--- config.mk ---
export PLATFORM = sky130hd
export DESIGN_NAME = calculations_flat
export DESIGN_NICKNAME = d
export VERILOG_FILES = /design/src/rtl/calculations_if.sv /design/src/rtl/calculations.sv /design/src/flat_wrapper.sv
export SDC_FILE = /design/constraint.sdc
export NUM_CORES = 1
export LEC_CHECK = 0
export ABC_AREA = 1
export BUFFER_PORTS_ARGS = -buffer_cell sky130_fd_sc_hd__buf_2
export CELL_PAD_IN_SITES_DETAIL_PLACEMENT = 1
export CELL_PAD_IN_SITES_GLOBAL_PLACEMENT = 1
export CORE_UTILIZATION = 37
export DETAILED_ROUTE_END_ITERATION = 16
export HOLD_SLACK_MARGIN = 0.1
export PLACE_DENSITY = 0.92
export SYNTH_ARGS = -nofsm -noshare
export SYNTH_HDL_FRONTEND = slang
export SYNTH_SLANG_ARGS = --single-unit
export TNS_END_PERCENT = 5
--- constraint.sdc ---
create_clock -name clk -period 5.2 [get_ports clk]
set_input_delay 1.04 -clock clk [delete_from_list [all_inputs] [get_ports clk]]
set_output_delay 1.04 -clock clk [all_outputs]
set_load 0.02 [all_outputs]
--- src/rtl/calculations_if.sv ---
// Operand/control inputs and result outputs of the execution datapath, as one bundle.
// The master side drives operands and selects; the slave side is the datapath.
interface calculations_if;
  logic [15:0] input_A;
  logic [15:0] input_B;
  logic [15:0] input_PC;
  logic [15:0] input_imm;
  logic [1:0]  input_ALUSrcA;
  logic [1:0]  input_ALUSrcB;
  logic [3:0]  input_ALUOp;
  logic        input_PCSrc;
  logic [15:0] output_ALUOut_sr;
  logic [15:0] output_ALUMuxOut;
  logic [15:0] output_B_sr;
  logic        output_Zero;
  logic        output_negative;
  logic        output_carry;

  modport master (
    output input_A, input_B, input_PC, input_imm,
    output input_ALUSrcA, input_ALUSrcB, input_ALUOp, input_PCSrc,
    input  output_ALUOut_sr, output_ALUMuxOut, output_B_sr,
    input  output_Zero, output_negative, output_carry
  );

  modport slave (
    input  input_A, input_B, input_PC, input_imm,
    input  input_ALUSrcA, input_ALUSrcB, input_ALUOp, input_PCSrc,
    output output_ALUOut_sr, output_ALUMuxOut, output_B_sr,
    output output_Zero, output_negative, output_carry
  );
endinterface

--- src/rtl/calculations.sv ---
// Execution datapath: operand muxes, 16-bit ALU with flags, ALUOut/B registers, next-PC mux.
// Define CALCULATIONS_SHIFT_EN to build the shifter (ops 6/7/8); otherwise those ops yield 0.
module calculations (
  input logic           clk,
  input logic           reset,
  calculations_if.slave bus
);

  typedef enum logic [3:0] {
    OpAdd   = 4'd0,
    OpSub   = 4'd1,
    OpAnd   = 4'd2,
    OpOr    = 4'd3,
    OpXor   = 4'd4,
    OpNor   = 4'd5,
    OpSll   = 4'd6,
    OpSrl   = 4'd7,
    OpSra   = 4'd8,
    OpSlt   = 4'd9,
    OpSltu  = 4'd10,
    OpPassB = 4'd11,
    OpPassA = 4'd12
  } alu_op_e;

  logic [15:0] src_a;
  logic [15:0] src_b;
  logic [16:0] sum;
  logic [15:0] alu_r;
  logic        alu_c;
  logic [15:0] alu_out_q;
  logic [15:0] b_q;

  always_comb begin
    src_a = '0;
    unique case (bus.input_ALUSrcA)
      2'd0: src_a = bus.input_PC;
      2'd1: src_a = bus.input_A;
      2'd2: src_a = 16'h0000;
      2'd3: src_a = bus.input_B;
      default: src_a = '0;
    endcase
  end

  always_comb begin
    src_b = '0;
    unique case (bus.input_ALUSrcB)
      2'd0: src_b = bus.input_B;
      2'd1: src_b = 16'h0002;
      2'd2: src_b = bus.input_imm;
      2'd3: src_b = {bus.input_imm[14:0], 1'b0};
      default: src_b = '0;
    endcase
  end

  always_comb begin
    sum   = '0;
    alu_r = '0;
    alu_c = 1'b0;
    case (alu_op_e'(bus.input_ALUOp))
      OpAdd: begin
        sum   = {1'b0, src_a} + {1'b0, src_b};
        alu_r = sum[15:0];
        alu_c = sum[16];
      end
      // Carry out of a + ~b + 1 is the "no borrow" indication.
      OpSub: begin
        sum   = {1'b0, src_a} + {1'b0, ~src_b} + 17'd1;
        alu_r = sum[15:0];
        alu_c = sum[16];
      end
      OpAnd:   alu_r = src_a & src_b;
      OpOr:    alu_r = src_a | src_b;
      OpXor:   alu_r = src_a ^ src_b;
      OpNor:   alu_r = ~(src_a | src_b);
`ifdef CALCULATIONS_SHIFT_EN
      OpSll:   alu_r = src_a << src_b[3:0];
      OpSrl:   alu_r = src_a >> src_b[3:0];
      OpSra:   alu_r = $unsigned($signed(src_a) >>> src_b[3:0]);
`else
      OpSll, OpSrl, OpSra: alu_r = '0;
`endif
      OpSlt:   alu_r = {15'd0, $signed(src_a) < $signed(src_b)};
      OpSltu:  alu_r = {15'd0, src_a < src_b};
      OpPassB: alu_r = src_b;
      OpPassA: alu_r = src_a;
      default: alu_r = '0;
    endcase
  end

  always_ff @(posedge clk) begin
    if (reset) begin
      alu_out_q <= '0;
      b_q       <= '0;
    end else begin
      alu_out_q <= alu_r;
      b_q       <= bus.input_B;
    end
  end

  always_comb begin
    bus.output_ALUOut_sr = alu_out_q;
    bus.output_B_sr      = b_q;
    bus.output_ALUMuxOut = bus.input_PCSrc ? alu_out_q : alu_r;
    bus.output_Zero      = (alu_r == 16'h0000);
    bus.output_negative  = alu_r[15];
    bus.output_carry     = alu_c;
  end

endmodule

--- src/flat_wrapper.sv ---
// flat-port wrapper written by rule: the top's interface ports become plain ports
module calculations_flat 
  (clk, reset, bus_input_A, bus_input_B, bus_input_PC, bus_input_imm, bus_input_ALUSrcA, bus_input_ALUSrcB, bus_input_ALUOp, bus_input_PCSrc, bus_output_ALUOut_sr, bus_output_ALUMuxOut, bus_output_B_sr, bus_output_Zero, bus_output_negative, bus_output_carry);
  calculations_if bus_i ();
  input logic clk;
  input logic reset;
  input wire logic [$bits(bus_i.input_A)-1:0] bus_input_A;
  input wire logic [$bits(bus_i.input_B)-1:0] bus_input_B;
  input wire logic [$bits(bus_i.input_PC)-1:0] bus_input_PC;
  input wire logic [$bits(bus_i.input_imm)-1:0] bus_input_imm;
  input wire logic [$bits(bus_i.input_ALUSrcA)-1:0] bus_input_ALUSrcA;
  input wire logic [$bits(bus_i.input_ALUSrcB)-1:0] bus_input_ALUSrcB;
  input wire logic [$bits(bus_i.input_ALUOp)-1:0] bus_input_ALUOp;
  input wire logic [$bits(bus_i.input_PCSrc)-1:0] bus_input_PCSrc;
  output wire logic [$bits(bus_i.output_ALUOut_sr)-1:0] bus_output_ALUOut_sr;
  output wire logic [$bits(bus_i.output_ALUMuxOut)-1:0] bus_output_ALUMuxOut;
  output wire logic [$bits(bus_i.output_B_sr)-1:0] bus_output_B_sr;
  output wire logic [$bits(bus_i.output_Zero)-1:0] bus_output_Zero;
  output wire logic [$bits(bus_i.output_negative)-1:0] bus_output_negative;
  output wire logic [$bits(bus_i.output_carry)-1:0] bus_output_carry;
  assign bus_i.input_A = bus_input_A;
  assign bus_i.input_B = bus_input_B;
  assign bus_i.input_PC = bus_input_PC;
  assign bus_i.input_imm = bus_input_imm;
  assign bus_i.input_ALUSrcA = bus_input_ALUSrcA;
  assign bus_i.input_ALUSrcB = bus_input_ALUSrcB;
  assign bus_i.input_ALUOp = bus_input_ALUOp;
  assign bus_i.input_PCSrc = bus_input_PCSrc;
  assign bus_output_ALUOut_sr = bus_i.output_ALUOut_sr;
  assign bus_output_ALUMuxOut = bus_i.output_ALUMuxOut;
  assign bus_output_B_sr = bus_i.output_B_sr;
  assign bus_output_Zero = bus_i.output_Zero;
  assign bus_output_negative = bus_i.output_negative;
  assign bus_output_carry = bus_i.output_carry;
  calculations u_core (.clk(clk), .reset(reset), .bus(bus_i));
endmodule
### Word level (Yosys, flattened, before mapping)

Cells that the tools add are included.

| operators by class | value |
|---|---|
| add/subtract/negate cells | 3 |
| magnitude comparators | 2 |
| eq/ne operators | 15 |
| muxes and demuxes | 5 |
| bitwise logic cells | 5 |
| reduce and logical (&&, ||, !) cells | 4 |

Operator list:

| cell | number |
|---|---|
| $pmux W16 S10 | 1 |
| $pmux W16 S4 | 2 |
| $add A16 B16 Y17 | 2 |
| $lt A16 B16 Y1 | 2 |
| $not A16 Y16 | 2 |
| $add A17 B1 Y17 const B | 1 |
| $and A16 B16 Y16 | 1 |
| $eq A4 B4 Y1 const B | 4 |
| $logic_not A16 Y1 | 1 |
| $mux W16 | 1 |
| $or A16 B16 Y16 | 1 |
| $xor A16 B16 Y16 | 1 |
| $eq A2 B2 Y1 const B | 4 |
| $eq A4 B2 Y1 const B | 2 |
| $eq A4 B3 Y1 const B | 2 |
| $eq A2 B1 Y1 const B | 2 |
| $eq A4 B1 Y1 const B | 1 |
| $logic_not A2 Y1 | 2 |
| $logic_not A4 Y1 | 1 |
| $pmux W1 S2 | 1 |

| storage, ports and cells | value |
|---|---|
| register bits | 32 |
| bits of input ports | 75 |
| output and inout bits | 51 |
| logic and storage cells | 36 |

### Longest topological paths before layout

Gate-level depths: netlist of run 1.

| logic depth | value |
|---|---|
| depth after elaboration | 7 |
| depth in mapped cells | 24 |
| gate-level depth less buffers | 22 |

### Worst setup path after synthesis of run 1

Ideal clock, no wire load.

| timing | value |
|---|---|
| kind | input to output |
| start point | input bus_input_ALUSrcA[1] |
| end point | output bus_output_ALUMuxOut[0] |
| arrival time | 3.636 ns |
| data required time | 4.160 ns |
| slack | 0.524 ns |
| stages on the path | 19 |
| path buffers | 3 |
| cells stage by stage | buf_6 > nor2_8 > inv_2 > buf_6 > or2_2 > o211ai_2 > inv_1 > ha_1 > buf_2 > nor2_1 > a21oi_1 > inv_1 > a21oi_1 > nand2_1 > nand2_1 > nand3_1 > nand2_1 > inv_1 > o21ai_0 |

| on the way | value |
|---|---|
| longest elaborated chain between the ends | 6 |
| elaborated cells on any way between the ends | 16 |
| classes of those cells | 3 x add/sub; 2 x order compare; 3 x eq/ne; 3 x mux; 4 x bitwise; 1 x reduce/logical |

RTL lines:

| what | line | text |
|---|---|---|
| from (decl) | flat_wrapper.sv:11 | `input wire logic [$bits(bus_i.input_ALUSrcA)-1:0] bus_input_ALUSrcA;` |
| $eq A2 B2 Y1, or another cell as far along | calculations.sv:35 | `unique case (bus.input_ALUSrcA)` |
| $pmux W16 S4 (*) | calculations.sv:35 |  |
| $add A16 B16 Y17 or $or A16 B16 Y16 (tied branches) | calculations.sv:67, calculations.sv:72, calculations.sv:74 |  |
| $add A17 B1 Y17 or $not A16 Y16 (tied branches) | calculations.sv:67, calculations.sv:74 |  |
| $pmux W16 S10 (*) | calculations.sv:59 | `case (alu_op_e'(bus.input_ALUOp))` |
| $mux W16 (*) | calculations.sv:103 | `bus.output_ALUMuxOut = bus.input_PCSrc ? alu_out_q : alu_r;` |
| to (decl) | flat_wrapper.sv:16 | `output wire logic [$bits(bus_i.output_ALUMuxOut)-1:0] bus_output_ALUMuxOut;` |

Mark *: on every way between the ends. The rest lies on a longest branch, timed or not.

### Worst setup path after layout of run 1

| timing | value |
|---|---|
| start point | input bus_input_ALUSrcB[1] |
| end point | output bus_output_ALUMuxOut[0] |

| on the way | value |
|---|---|
| longest elaborated chain between the ends | 7 |
| elaborated cells on any way between the ends | 17 |
| classes of those cells | 3 x add/sub; 2 x order compare; 3 x eq/ne; 3 x mux; 5 x bitwise; 1 x reduce/logical |

RTL lines:

| what | line | text |
|---|---|---|
| from (decl) | flat_wrapper.sv:12 | `input wire logic [$bits(bus_i.input_ALUSrcB)-1:0] bus_input_ALUSrcB;` |
| $eq A2 B2 Y1, or another cell as far along | calculations.sv:46 | `unique case (bus.input_ALUSrcB)` |
| $pmux W16 S4 (*) | calculations.sv:46 |  |
| $not A16 Y16 | calculations.sv:67 | `sum = {1'b0, src_a} + {1'b0, ~src_b} + 17'd1;` |
| $add A16 B16 Y17 | calculations.sv:67 |  |
| $add A17 B1 Y17 | calculations.sv:67 |  |
| $pmux W16 S10 (*) | calculations.sv:59 |  |
| $mux W16 (*) | calculations.sv:103 |  |

Marked as above.

==> results of run 1 <==
sequential cells by signal, summed over array words and instances (netlist names):
signal,count
u_core.bus.output_ALUOut_sr,16
u_core.bus.output_B_sr,16
synth_stat cells (3+ instances only):
cell	n	share of area [%]
sky130_fd_sc_hd__nor3_1	8	0.77
sky130_fd_sc_hd__clkbuf_1	8	0.58
sky130_fd_sc_hd__nand3_1	61	5.9
sky130_fd_sc_hd__o211ai_2	14	3.4
sky130_fd_sc_hd__buf_4	3	0.43
sky130_fd_sc_hd__nand2_1	312	22
sky130_fd_sc_hd__inv_1	186	13
sky130_fd_sc_hd__ha_1	48	12
sky130_fd_sc_hd__buf_2	20	1.9
sky130_fd_sc_hd__nor2_1	92	6.6
sky130_fd_sc_hd__or2_2	6	0.72
sky130_fd_sc_hd__o2111ai_1	4	0.67
sky130_fd_sc_hd__a21oi_1	29	2.8
sky130_fd_sc_hd__buf_6	4	0.86
sky130_fd_sc_hd__or2_0	3	0.36
sky130_fd_sc_hd__o211ai_1	11	1.6
sky130_fd_sc_hd__o22ai_1	14	1.7
sky130_fd_sc_hd__inv_2	13	0.94
sky130_fd_sc_hd__o21ai_1	4	0.38
sky130_fd_sc_hd__dfxtp_1	32	12
sky130_fd_sc_hd__or2_1	4	0.48
sky130_fd_sc_hd__nand4_1	13	1.6
sky130_fd_sc_hd__o21ai_0	46	4.4
stage by stage:
stage	TNS, ns	std cells	worst slack, ns	total power, mW	utilization (%)
final	-0.2793	1269	-0.1565	1.412	46.36
after detailed placement	-0.02756	1252	-0.02756	1.015	43.75
after CTS	0	1260	0.004835	1.327	44.81
after global routing	-0.5838	1269	-0.2339	1.498	46.36
after global placement	0	1252	0.1145	0.9894	43.75
after floorplan	0	958	0.5241	0.7679	-
cells by family after synthesis:
kind of cell,Yosys count
fa+ha+maj,50
buf+inv,235
flops,32
xor+xnor,1
compound gates,126
simple gates,514
power by group through the flow:
stage / clock network, mW / registers [mW] / logic, mW
finish: 0.309 / 0.270 / 0.833
global route: 0.319 / 0.271 / 0.907
CTS: 0.309 / 0.269 / 0.748
floorplan: 0 / 0.296 / 0.472
global placement: 0 / 0.274 / 0.715
detailed placement: 0 / 0.274 / 0.740
cells in the final DEF, fill, tap and decap left out, types with 13 or more instances in the layout:
master,n
sky130_fd_sc_hd__ha_1,37
sky130_fd_sc_hd__o22ai_1,14
sky130_fd_sc_hd__inv_1,185
sky130_fd_sc_hd__a21oi_1,27
sky130_fd_sc_hd__inv_2,14
sky130_fd_sc_hd__o21ai_0,41
sky130_fd_sc_hd__nor2_1,84
sky130_fd_sc_hd__dfxtp_1,32
sky130_fd_sc_hd__o211ai_2,14
sky130_fd_sc_hd__buf_2,122
sky130_fd_sc_hd__buf_4,34
sky130_fd_sc_hd__nand4_1,13
sky130_fd_sc_hd__nand2_1,310
sky130_fd_sc_hd__nand3_1,58
timing repair:
action / CTS / global route
hold buffers: 0 / 0
pin swaps: 0 / 6
resized for setup: 1 / 42
setup buffers: 0 / 9
endpoints found under the setup margin: 1 / 10
layout make-up:
cell class / instances / share of cell area (%)
Sequential cell: 32 / 9.994
Clock buffer: 5 / 1.952
Tap cell: 180 / 3.514
Multi-Input combinational cell: 691 / 58.75
Clock inverter: 3 / 0.2928
Timing Repair Buffer: 158 / 13.74
Inverter: 200 / 11.75
worst max-delay path by stage:
| stage | startpoint | end | slack (ns) | cells past startpoint |
|---|---|---|---|---|
| finish | bus_input_ALUSrcB[1] | bus_output_ALUMuxOut[0] | -0.16 | 20 |
| global placement | bus_input_ALUSrcA[1] | bus_output_Zero | 0.11 | 22 |
| detailed placement | bus_input_ALUSrcA[1] | bus_output_Zero | -0.03 | 22 |
| CTS | bus_input_ALUSrcA[1] | bus_output_Zero | 0.005 | 22 |
| global route | bus_input_ALUSrcA[1] | bus_output_Zero | -0.23 | 19 |
| floorplan | bus_input_ALUSrcA[1] | bus_output_ALUMuxOut[0] | 0.52 | 19 |
tightest hold or removal path: cells and delay by family:
family        cells  cell delay (ns)
buf+inv           2             0.12
simple gates      1             0.09
per-layer routing:
metal / share of wire [%] / routed length, um / vias up / GRT usage [%]
met5: 0 / 0 / - / 0
met4: 6.8 / 1665 / 0 / 17.21
met3: 7.9 / 1947 / 133 / 6.132
met2: 47 / 11660 / 396 / 51.22
met1: 38 / 9367 / 3324 / 34.43
li1: - / - / 3201 / -
==> results.py, run 1 <==
metrics = {
    "global_route": {
        "grt_usage_pct": 29.92,
        "globalRoute.totalOverflow": 0,
        "maximum_number_of_pins_on_one_net_before_global_route_repair": 33,
        "global_route_wire_length_before_repair_um": 33880,
        "grt_pass1_vias": 6877,
        "antenna_found_initial": 0,
    },
    "sta": {
        "hold_viol_final": 0,
        "timing.final.max_slew_violations": 0,
        "max_freq_mhz": 186.7,
        "fin_hold_ws_ns": 0.9912,
        "rsz0062_at_grt": "yes",
        "period_needed_ns": 5.357,
        "min_period_over_period_pct": 103.0,
        "max_slew_margin_pct": 46.91,
        "final.setup.worst_slack_ns": -0.1565,
        "tightest_slew_ns": 0.7955,
        "setup_viol": 2,
    },
    "floorplan": {
        "starting_density_of_the_core_pct": 37.73,
        "dieArea_um2": 14580,
        "floorplan.core_area_um2": 13830,
        "chipWidth_um": 120.7,
        "die_h_um": 120.7,
        "rows": 43,
        "io-pin-count": 126,
    },
    "route": {
        "detail_route.drc_violations": 0,
        "ant_nets": 0,
        "violation_count_after_the_first_detailed_route_iteration": 656,
        "detail_route.wirelength_um": 24640,
        "vias_per_cell": 5.559,
        "detail_route.wl_per_cell_um": 19.42,
        "detailedRoute.firstPassIterationCount": 5,
        "vias": 7054,
    },
    "finish": {
        "multi_input_gate_area_in_the_final_layout_um2": 3766,
        "insertedDiodeCount": 0,
        "syn_to_final_growth_pct": 22.88,
        "nets": 1213,
        "fill_cells": 1980,
        "drive_above_1_share_pct": 22.04,
        "seq_area_um2": 640.6,
        "final_design_area_no_fill_um2": 6410,
    },
    "yosys": {
        "ys_dominant_reg_cell": "sky130_fd_sc_hd__dfxtp_1",
        "synth-edff-count": 0,
        "yosysSeqAreaShare_pct": 12.28,
        "synth_cell_types": 40,
        "postSynthRegisterBits": 32,
        "yosysWarningCount": 0,
        "adder_cell_share_of_the_synthesized_area_pct": 12.28,
        "syn_inst": 958,
        "postSynth.asyncResetShare_pct": 0,
        "synth_area_um2": 5216,
        "post_synth.cell_area_avg_um2": 5.445,
        "synth_compound_area_share_pct": 15.45,
        "synth.net_count": 1083,
        "synth_top_family_by_area": "simple AND/OR/NAND/NOR gates",
        "synth_simple_gate_area_share_pct": 41.59,
        "synthMuxAreaShare_pct": 0,
        "synth-xor-area-share_pct": 0.1679,
    },
    "power": {
        "comb_power_share_pct": 59.0,
        "internal_power_mw": 0.7156,
        "peak_supply_drop_v": 0.0001167,
        "net-switching-power_mw": 0.6968,
        "power.density_nw_per_um2": 220.3,
        "p_leak_nw": 3.841,
        "pwr-share-clk_pct": 21.9,
        "switching_share_pct": 49.34,
        "power_frac_seq_pct": 19.1,
    },
    "clock_network": {
        "maximum_buffer_depth_of_the_clock_tree": 2,
        "clk_pin_slew_worst_paths_ns": 0.06,
        "cts_root_buf": "sky130_fd_sc_hd__clkbuf_16",
        "cts_max_level": 2,
        "cts_tree": "built",
        "cts-buffers-inserted": 5,
        "clock-sinks": 32,
    },
    "critical_path": {
        "setup.worst_path.end_class": "output port",
        "critical_path_required_ns": 4.16,
        "criticalPathCategory": "in2out",
        "crit_fanout": 10,
        "crit_buf_inv": 8,
        "critical_path.startpoint_type": "input port",
        "critical_path_top_delay_cell": "sky130_fd_sc_hd__ha_1",
        "crit_path_cell_trace": "clkbuf_4 > buf_4 > nand2_1 > inv_1 > o211ai_1 > inv_1 > ha_1 > inv_1 > nand2_1 > nand2_1 > a21oi_1 > inv_1 > a21oi_1 > nand2_1 > nand2_1 > nand3_1 > nand2_1 > inv_1 > o21ai_0 > buf_2",
        "critPathMaxStageDelay_ns": 0.41,
        "dominant_delay_contributor_by_cell_family_on_the_critical_path": "compound AO/OA/AOI/OAI gates",
        "crit_path_frequent_cell": "sky130_fd_sc_hd__nand2_1",
        "cp.arrival_ns": 4.32,
    },
    "worst_hold_path": {
        "worst_hold_startpoint": "bus_input_B[4]",
        "min_delay_worst_endpoint": "u_core.bus.output_B_sr[4]",
        "hold_path_class": "in2reg",
        "worst_hold_path.num_cells": 3,
    },
    "placement": {
        "detailedPlacementHpwl_um": 17500,
        "placement.cell_area_um2": 6050,
        "input_output_buffers": 125,
        "gpl.final_weighted_congestion": 0.9485,
    },
    "run": {
        "count_of_maximum_capacitance_violations": 0,
    },
    "run_status": {
        "failing_checks": "setup timing",
        "run_status": "complete, but fails checks",
    },
}
(Power assumes the default switching activity.)
==> inputs of run 2 (changes only) <==
RECOVER_POWER = 25   (was not set)
==> results.py, run 2 (synthesis results as in run 1) <==
metrics = {
    "clock_network": {
        "maximum_buffer_depth_of_the_clock_tree": 2,
        "cts_root_buf": "sky130_fd_sc_hd__clkbuf_16",
        "clock-sinks": 32,
        "cts-buffers-inserted": 5,
        "cts_max_level": 2,
        "clk_pin_slew_worst_paths_ns": 0.06,
        "cts_tree": "built",
    },
    "floorplan": {
        "floorplan.core_area_um2": 13830,
        "chipWidth_um": 120.7,
        "io-pin-count": 126,
        "die_h_um": 120.7,
        "rows": 43,
        "dieArea_um2": 14580,
        "starting_density_of_the_core_pct": 37.73,
    },
    "route": {
        "ant_nets": 0,
        "vias_per_cell": 5.557,
        "violation_count_after_the_first_detailed_route_iteration": 657,
        "detailedRoute.firstPassIterationCount": 6,
        "detail_route.wl_per_cell_um": 19.46,
        "vias": 7052,
        "detail_route.drc_violations": 0,
        "detail_route.wirelength_um": 24690,
    },
    "worst_hold_path": {
        "hold_path_class": "in2reg",
    },
    "critical_path": {
        "setup.worst_path.end_class": "output port",
        "critPathMaxStageDelay_ns": 0.41,
        "critical_path.startpoint_type": "input port",
        "critical_path_required_ns": 4.16,
        "critical_path_top_delay_cell": "sky130_fd_sc_hd__ha_1",
        "crit_path_cell_trace": "clkbuf_4 > buf_4 > nand2_1 > inv_1 > o211ai_1 > inv_1 > ha_1 > inv_1 > nand2_1 > nand2_1 > a21oi_1 > inv_1 > a21oi_1 > nand2_1 > nand2_1 > nand3_1 > nand2_1 > inv_1 > o21ai_0 > buf_2",
        "cp.arrival_ns": 4.31,
        "crit_path_frequent_cell": "sky130_fd_sc_hd__nand2_1",
        "crit_fanout": 10,
        "criticalPathCategory": "in2out",
    },
    "sta": {
        "fin_hold_ws_ns": 0.9914,
        "period_needed_ns": 5.353,
        "timing.final.max_slew_violations": 0,
        "setup_viol": 2,
        "min_period_over_period_pct": 102.9,
        "max_freq_mhz": 186.8,
        "final.setup.worst_slack_ns": -0.1525,
        "max_slew_margin_pct": 6.992,
        "rsz0062_at_grt": "yes",
        "hold_viol_final": 0,
        "tightest_slew_ns": 1.395,
    },
    "run_status": {
        "run_status": "complete, but fails checks",
        "failing_checks": "setup timing",
    },
    "placement": {
        "gpl.final_weighted_congestion": 0.9485,
        "detailedPlacementHpwl_um": 17500,
        "input_output_buffers": 125,
    },
    "finish": {
        "nets": 1213,
        "syn_to_final_growth_pct": 22.76,
        "final_common_cell": "sky130_fd_sc_hd__nand2_1",
        "fill_cells": 1982,
        "drive_above_1_share_pct": 21.58,
        "insertedDiodeCount": 0,
        "final_core_utilization_pct": 46.31,
        "final_cell_mix": "310 x sky130_fd_sc_hd__nand2_1, 185 x sky130_fd_sc_hd__inv_1, 117 x sky130_fd_sc_hd__buf_2",
    },
    "run": {
        "count_of_maximum_capacitance_violations": 0,
    },
    "global_route": {
        "globalRoute.totalOverflow": 0,
        "global_route_wire_length_before_repair_um": 33880,
        "antenna_found_initial": 0,
        "grt_pass1_vias": 6877,
        "grt_usage_pct": 29.92,
        "maximum_number_of_pins_on_one_net_before_global_route_repair": 33,
    },
    "power": {
        "power.density_nw_per_um2": 220.5,
        "peak_supply_drop_v": 0.0001167,
        "p_leak_nw": 3.824,
        "report.power.total_mw": 1.412,
    },
}
## run 2: changes by cell type in the layout (fill, tap and decap cells not counted), sizes merged
cell / delta
buf: -5
clkbuf: +5
## run 2: final timing paths
check	from	end	slack, ns	cells past startpoint
worst max-delay path	bus_input_ALUSrcB[1]	bus_output_ALUMuxOut[0]	-0.15	20
worst min-delay path	bus_input_B[4]	u_core.bus.output_B_sr[4]	0.99	3
## run 2: routing by layer
metal	part of all wire, %	global-route usage [%]	vias to the layer above
met4	6.7	17.21	0
met5	0	0	-
met3	7.6	6.132	127
li1	-	-	3202
met2	47	51.22	379
met1	38	34.43	3344
## run 2: layout make-up
class	instances	area [um2]	share of cell area, %
multi-input cells	691	3766	58.81
repair buffers	158	874.6	13.66
inverters	200	753.2	11.76
flip-flops and latches	32	640.6	10.00
well taps	180	225.2	3.517
clock buffers	5	125.1	1.954
clock inverters	3	18.77	0.2931
## run 2: through the flow
step	instance area (um2)	instances	setup slack [ns]	setup TNS, ns
floorplan	5216	958	0.5241	0
global placement	6050	1252	0.1145	0
detailed placement	6050	1252	-0.02756	-0.02756
CTS	6196	1260	0.004835	0
global route	6404	1269	-0.2339	-0.5838
finish	6404	1269	-0.1525	-0.2529
## run 2: worst max-delay path, delay by kind of cell
kind	cells	cell delay, ns
compound gates	4	1.11
fa+ha+maj	1	0.41
buf+inv	8	1.06
simple gates	7	0.68
## run 2: power by group
group / total (mW) / switching [mW] / internal [mW]
clock network: 0.309 / 0.132 / 0.177
registers: 0.270 / 0.00756 / 0.263
logic: 0.833 / 0.557 / 0.276
total: 1.41 / 0.697 / 0.715
## run 2: repair_timing
action                     in CTS  in global routing
resized for setup               1                 42
setup endpoints to repair       1                 10
pin swaps                       0                  6
hold buffers                    0                  0
buffers inserted                0                  9
